## src/rtl/pinfilter_sched_pkg.sv

```systemverilog
// Shared types and helpers for the pin-filter sequencer.
// State encoding and width helpers used across the slice.
package gpio_sched_pkg;

    typedef enum logic {
        IDLE    = 1'b0,
        PRESENT = 1'b1
    } state_t;

    localparam int N_DEF    = 8;
    localparam int DIVW_DEF = 16;
    localparam int CW       = $clog2(N_DEF);

    function automatic int cw_of(input int n);
        return (n > 1) ? $clog2(n) : 1;
    endfunction

endpackage

```

## src/rtl/pinfilter_sched_if.sv

```systemverilog
// Event handshake between the sequencer and its consumer.
// master drives the event, slave returns ready.
interface pinfilter_sched_if #(
    parameter int N = 8
);
    import gpio_sched_pkg::*;

    localparam int CW = cw_of(N);

    logic          evt_valid;
    logic          evt_ready;
    logic [CW-1:0] evt_chan;
    logic          evt_level;
    logic          evt_overrun;

    modport master (
        output evt_valid, evt_chan, evt_level, evt_overrun,
        input  evt_ready
    );

    modport slave (
        input  evt_valid, evt_chan, evt_level, evt_overrun,
        output evt_ready
    );

endinterface

```

## src/rtl/pinfilter_sched_rr_pick.sv

```systemverilog
// Round-robin pick: first set request strictly after ptr, with wrap.
// Rotate so ptr+1 sits at bit 0, priority-encode, then add the offset back.
module rr_pick
    import gpio_sched_pkg::*;
#(
    parameter int N  = 8,
    parameter int CW = cw_of(N)
) (
    input  logic [N-1:0]  req,
    input  logic [CW-1:0] ptr,
    output logic [CW-1:0] gnt_idx,
    output logic          any
);

    logic [CW-1:0] start;
    logic [N-1:0]  rot;
    logic [CW-1:0] pe;
    logic [CW:0]   sum;

    always_comb begin
        start = (ptr == CW'(N - 1)) ? '0 : ptr + CW'(1);
        rot   = N'({req, req} >> start);
        pe    = '0;
        for (int i = N - 1; i >= 0; i--) begin
            if (rot[i]) pe = CW'(i);
        end
        sum = {1'b0, pe} + {1'b0, start};
        if (sum >= (CW+1)'(N)) begin
            gnt_idx = CW'(sum - (CW+1)'(N));
        end else begin
            gnt_idx = CW'(sum);
        end
        any = |req;
    end

endmodule

```

## src/rtl/pinfilter_sched.sv

```systemverilog
// Sample-strobe prescaler plus edge latch and round-robin event reporter
// for a bank of filtered GPIO channels.
module pinfilter_sched
    import gpio_sched_pkg::*;
#(
    parameter int N    = 8,
    parameter int DIVW = 16
) (
    input  logic            clk,
    input  logic            reset_n,
    input  logic            cfg_en,
    input  logic [DIVW-1:0] cfg_div,
    output logic            sample_ena,
    input  logic [N-1:0]    filt_in,
    output logic [N-1:0]    pending,
    pinfilter_sched_if.master evt
);

    localparam int CW = cw_of(N);

    logic [DIVW-1:0] cnt;
    logic [N-1:0]    prev;
    logic [N-1:0]    lvl;
    logic [N-1:0]    ovr;
    logic [N-1:0]    edg;
    logic            dirty;
    logic [CW-1:0]   ptr;
    logic [CW-1:0]   gnt;
    logic [CW-1:0]   own;
    logic            any;
    logic            own_act;
    logic            hs;
    state_t          state;
    state_t          state_nx;

    assign edg = filt_in ^ prev;

    rr_pick #(.N(N), .CW(CW)) u_pick (
        .req    (pending),
        .ptr    (ptr),
        .gnt_idx(gnt),
        .any    (any)
    );

    always_ff @(posedge clk or negedge reset_n) begin
        if (!reset_n) begin
            cnt        <= '0;
            sample_ena <= 1'b0;
        end else if (!cfg_en) begin
            cnt        <= cfg_div;
            sample_ena <= 1'b0;
        end else if (cnt == '0) begin
            cnt        <= cfg_div;
            sample_ena <= 1'b1;
        end else begin
            cnt        <= cnt - 1'b1;
            sample_ena <= 1'b0;
        end
    end

    always_ff @(posedge clk or negedge reset_n) begin
        if (!reset_n) state <= IDLE;
        else          state <= state_nx;
    end

    always_comb begin
        state_nx = state;
        unique case (state)
            IDLE:    if (any)           state_nx = PRESENT;
            PRESENT: if (evt.evt_ready) state_nx = IDLE;
        endcase
    end

    // own is the channel being snapshotted (IDLE) or presented (PRESENT)
    always_comb begin
        evt.evt_valid = 1'b0;
        own_act       = 1'b0;
        own           = evt.evt_chan;
        hs            = 1'b0;
        unique case (state)
            IDLE: begin
                own_act = any;
                own     = gnt;
            end
            PRESENT: begin
                evt.evt_valid = 1'b1;
                own_act       = 1'b1;
                hs            = evt.evt_ready;
            end
        endcase
    end

    always_ff @(posedge clk or negedge reset_n) begin
        if (!reset_n) begin
            prev            <= '1;
            lvl             <= '1;
            pending         <= '0;
            ovr             <= '0;
            dirty           <= 1'b0;
            ptr             <= CW'(N - 1);
            evt.evt_chan    <= '0;
            evt.evt_level   <= 1'b1;
            evt.evt_overrun <= 1'b0;
        end else begin
            prev <= filt_in;
            for (int i = 0; i < N; i++) begin
                if (edg[i]) lvl[i] <= filt_in[i];
                if (own_act && (CW'(i) == own)) begin
                    if (state == IDLE) begin
                        ovr[i] <= 1'b0;
                    end else begin
                        if (edg[i] && dirty) ovr[i] <= 1'b1;
                        if (hs) pending[i] <= dirty | edg[i];
                    end
                end else if (edg[i]) begin
                    if (pending[i]) ovr[i]     <= 1'b1;
                    else            pending[i] <= 1'b1;
                end
            end
            if (state == IDLE && any) begin
                evt.evt_chan    <= gnt;
                evt.evt_level   <= edg[gnt] ? filt_in[gnt] : lvl[gnt];
                evt.evt_overrun <= ovr[gnt];
                dirty           <= edg[gnt];
            end else if (state == PRESENT) begin
                if (edg[own]) dirty <= 1'b1;
                if (hs)       ptr   <= own;
            end
        end
    end

endmodule

```

## src/flat_wrapper.sv

```systemverilog
// flat-port wrapper written by rule: the top's interface ports become plain ports
module pinfilter_sched_flat import gpio_sched_pkg::*;
#(
    parameter int N    = 8,
    parameter int DIVW = 16
)
  (clk, reset_n, cfg_en, cfg_div, sample_ena, filt_in, pending, evt_evt_valid, evt_evt_chan, evt_evt_level, evt_evt_overrun, evt_evt_ready);
  pinfilter_sched_if #(.N(N)) evt_i ();
  input  logic clk;
  input  logic reset_n;
  input  logic cfg_en;
  input  logic [DIVW-1:0] cfg_div;
  output logic sample_ena;
  input  logic [N-1:0] filt_in;
  output logic [N-1:0] pending;
  output wire logic [$bits(evt_i.evt_valid)-1:0] evt_evt_valid;
  output wire logic [$bits(evt_i.evt_chan)-1:0] evt_evt_chan;
  output wire logic [$bits(evt_i.evt_level)-1:0] evt_evt_level;
  output wire logic [$bits(evt_i.evt_overrun)-1:0] evt_evt_overrun;
  input wire logic [$bits(evt_i.evt_ready)-1:0] evt_evt_ready;
  assign evt_evt_valid = evt_i.evt_valid;
  assign evt_evt_chan = evt_i.evt_chan;
  assign evt_evt_level = evt_i.evt_level;
  assign evt_evt_overrun = evt_i.evt_overrun;
  assign evt_i.evt_ready = evt_evt_ready;
  pinfilter_sched #(.N(N), .DIVW(DIVW)) u_core (.clk(clk), .reset_n(reset_n), .cfg_en(cfg_en), .cfg_div(cfg_div), .sample_ena(sample_ena), .filt_in(filt_in), .pending(pending), .evt(evt_i));
endmodule
```

## config.mk

```make
export PLATFORM = sky130hd
export DESIGN_NAME = pinfilter_sched_flat
export DESIGN_NICKNAME = d
export VERILOG_FILES = /design/src/rtl/pinfilter_sched_pkg.sv /design/src/rtl/pinfilter_sched_if.sv /design/src/rtl/pinfilter_sched_rr_pick.sv /design/src/rtl/pinfilter_sched.sv /design/src/flat_wrapper.sv
export SDC_FILE = /design/constraint.sdc
export NUM_CORES = 1
export LEC_CHECK = 0
export BUFFER_PORTS_ARGS = -buffer_cell sky130_fd_sc_hd__buf_4
export CAP_MARGIN = 0
export CORE_UTILIZATION = 60
export CTS_BUF_LIST = sky130_fd_sc_hd__clkbuf_8
export CTS_CLUSTER_DIAMETER = 30
export DETAILED_ROUTE_END_ITERATION = 12
export PLACE_DENSITY_LB_ADDON = 0.1
export SLEW_MARGIN = 10
export SYNTH_ARGS = -nofsm -noshare
export SYNTH_HDL_FRONTEND = slang
export SYNTH_SLANG_ARGS = --single-unit
```

## constraint.sdc

```tcl
create_clock -name clk -period 9 [get_ports clk]
set_input_delay 0.45 -clock clk [delete_from_list [all_inputs] [get_ports clk]]
set_output_delay 0.45 -clock clk [all_outputs]
set_load 0.005 [all_outputs]
```

==> impl_metrics.csv <==
group,metric,value,unit
grt,overflow,0,
timing,hold_viol,0,
timing,worstMarginPinSlew,0.848,ns
grt,grt_pass1_vias,3207,
final_layout,final_common_cell,"nand2_1",
logic_synthesis,netlist_instances,434,
final_layout,area.sequential,1500,um2
power,cellPowerDensity,328,nW/um2
final_layout,drive_above_1_share,21.7,%
final_layout,diodes,0,
die,start_util,62.2,%
clock_tree,cts_setup_buffers,0,
logic_synthesis,synthFlopType,"dfrtp_1",
clock_tree,hold_buffers,0,
logic_synthesis,avgSynthCellArea,9.10,um2
clock_tree,clock-sinks,59,
timing,fin_tns_setup,0,ns
die,die_area,6910,um2
critical_path,cp_slowest_stage_delay,0.83,ns
clock_tree,cts.repair.resized,0,
power,ir_drop,0.000296,V
clock_tree,ctsLongestPathBuffers,2,
die,die_w,83.2,um
timing,period_share,68.1,%
critical_path,path_buf_inv,1,
logic_synthesis,seq_area_frac_synth,38.0,%
power,leakage,1.75,nW
worst_hold_path,hold_class,"in -> async",
timing,rsz0062_at_grt,"no",
logic_synthesis,synth-seq-cells,59,
timing,fin_crit,6.13,ns
logic_synthesis,syn-num-nets,468,
run,drv_cap,0,
grt,grt_max_degree,60,
run_status,outcome,"finished, final reports clean",
clock_tree,cts_tree,"done",
die,io_pins,43,
logic_synthesis,synthTopCellsByArea,"dfrtp_1, dfstp_2, nand2_1",
placement,port_buffers,42,
timing,timing.fmax,163,MHz
placement,gp_congestion,0.968,
grt,antenna_found_initial,0,
timing,skew,0.0159,ns
die,die_h,83.2,um
detailed_routing,drt_iter0_markers,385,
placement,dp_slack,3.09,ns
critical_path,slowest_stage,"fa_1",
detailed_routing,ant_nets,0,
clock_tree,cts_root_buffer,"clkbuf_8",
die,core_area,6350,um2
grt,grt_pass1_wl,16100,um
critical_path,startpoint_type,"flop",
placement,hpwlAfterDp,6840,um
die,rows,29,
final_layout,most-common-layout-cells,"nand2_1, buf_4, nor2_1",
critical_path,path_common_cell,"ha_1",
final_layout,final_cells,547,
critical_path,timing_worst_setup_path_type,"reg -> reg",
detailed_routing,highest_layer,"met4",
clock_tree,clk-insertion-delay-late,0.34,ns
critical_path,worstPathArrival,6.34,ns
detailed_routing,met2WireLength,4470,um
critical_path,end_kind,"flop",
clock_tree,clk_pin_slew,0.08,ns
critical_path,crit_chain,"ha_1 -> ha_1 -> mux2i_1 -> nand2_1 -> and3_1 -> o21ai_0 -> a31oi_1 -> o221ai_1 -> o31a_1 -> ha_1 -> inv_1 -> fa_1 -> nor2_1 -> a21oi_1 -> nand2_1 -> nor4_1 -> mux2i_1 -> a211oi_1 -> nor3_1",
detailed_routing,wl_met1,4120,um
logic_synthesis,synth_top_area_share,24.7,%
logic_synthesis,synth_cell_types,64,
logic_synthesis,syn_area,3950,um2
final_layout,layout.nets,499,
detailed_routing,routed_via_density,6.49,
detailed_routing,wire_per_inst,17.5,um
critical_path,cp_max_fo,16,
timing,holdWs,0.160,ns
detailed_routing,first_pass_iters,6,
critical_path,critPathRequiredTime,9.21,ns
logic_synthesis,synth_edf_count,0,
final_layout,multi_input_area,2320,um2
grt,track_usage,29.3,%
timing,fin_ws,2.87,ns
detailed_routing,num_vias,3549,
logic_synthesis,yosysTopAreaCell,"dfrtp_1",
detailed_routing,dr_wl_met3,671,um
logic_synthesis,yosysWarnings,0,
detailed_routing,drc,0,
detailed_routing,drt_wl_total,9550,um
timing,final_max_slew_viol_count,0,
power,p_total,1.46,mW
logic_synthesis,synthArstFlopShare,100,%
critical_path,path_delay_family,"adder cells",
final_layout,syn_to_final_growth,12.9,%
final_layout,fillerInstances,496,
timing,finalSetupViolCount,0,
timing,max_slew_margin,43.3,%
clock_tree,htreeDepth,3,
placement,dp_cells,531,
clock_tree,numCtsBuffers,9,
state kept, by name, indices dropped and copies added (netlist names):
register and flops:
u_core.cnt 16, u_core.dirty 1, u_core.evt.evt_chan 3, u_core.evt.evt_level 1, u_core.evt.evt_overrun 1, u_core.lvl 8, u_core.ovr 8, u_core.pending 8
u_core.prev 8, u_core.ptr 3, u_core.sample_ena 1, u_core.state 1
Yosys cell counts, types with 3 or more instances:
| master | count |
|---|---|
| xnor2_1 | 13 |
| nand2_1 | 50 |
| a31oi_1 | 7 |
| o41ai_1 | 3 |
| o211ai_1 | 3 |
| nor4b_1 | 3 |
| a211oi_1 | 11 |
| xor2_1 | 13 |
| ha_1 | 5 |
| a21o_1 | 3 |
| o21ai_0 | 34 |
| clkbuf_1 | 18 |
| a21oi_1 | 20 |
| mux2_2 | 9 |
| nor2b_1 | 3 |
| or3_1 | 5 |
| mux2i_1 | 18 |
| and3_1 | 7 |
| inv_1 | 7 |
| dfstp_2 | 20 |
| nor2_1 | 41 |
| nor4_1 | 7 |
| nor3_1 | 29 |
| nand3_1 | 8 |
| mux4_2 | 8 |
| dfrtp_1 | 39 |
cells by family (layout without fill, tap and decap cells):
group | count (synthesis) | after routing | share of synthesized area (%)
AND/OR/NAND/NOR | 165 | 165 | 19.8
AO/OA/AOI/OAI | 111 | 111 | 18.7
flip-flops | 59 | 59 | 38.0
multiplexers | 37 | 37 | 12.4
buffers and inverters | 30 | 66 | 3.20
XOR/XNOR | 26 | 26 | 5.76
adder cells (fa/ha/maj) | 6 | 6 | 2.09
power breakdown:
part	internal, mW	switching (mW)	leakage [nW]
registers	0.331	0.0745	0.633
logic	0.350	0.474	1.01
clock network	0.133	0.103	0.103
total	0.814	0.651	1.75
area by class of cell:
type / count / share of cell area, %
timing repair buffer: 42 / 7.07
clock buffer: 10 / 3.09
clock inverter: 6 / 1.26
inverter: 8 / 0.673
sequential: 59 / 33.7
tap: 77 / 2.16
multi-input combinational: 345 / 52.1
routing by layer:
layer / vias up / track usage (%)
li1: 1675 / -
met1: 1683 / 40.0
met2: 158 / 45.4
met3: 33 / 5.77
met4: 0 / 13.2
met5: - / 0
final timing paths:
kind | start | endpoint | slack [ns] | cells past startpoint
min in group clk | filt_in[5] | u_core.prev[5] | 0.25 | 1
setup / recovery | u_core.ptr[0] | u_core.pending[4] | 2.87 | 19
hold reg to reg | u_core.lvl[4] | u_core.lvl[4] | 0.50 | 2
hold / removal | reset_n | u_core.pending[6] | 0.16 | 1
max in group asynchronous | reset_n | u_core.evt.evt_chan[2] | 8.32 | 1
setup reg to reg | u_core.ptr[0] | u_core.pending[4] | 2.87 | 19
stage by stage:
step           cell area (um2)  utilization (%)
6_report                  4460             70.2
4_1_cts                   4460             70.2
3_5_place_dp              4270             67.2
5_1_grt                   4460             70.2
2_1_floorplan             3950                -
3_3_place_gp              4270             67.2
Power figures use the tool's default switching activity.
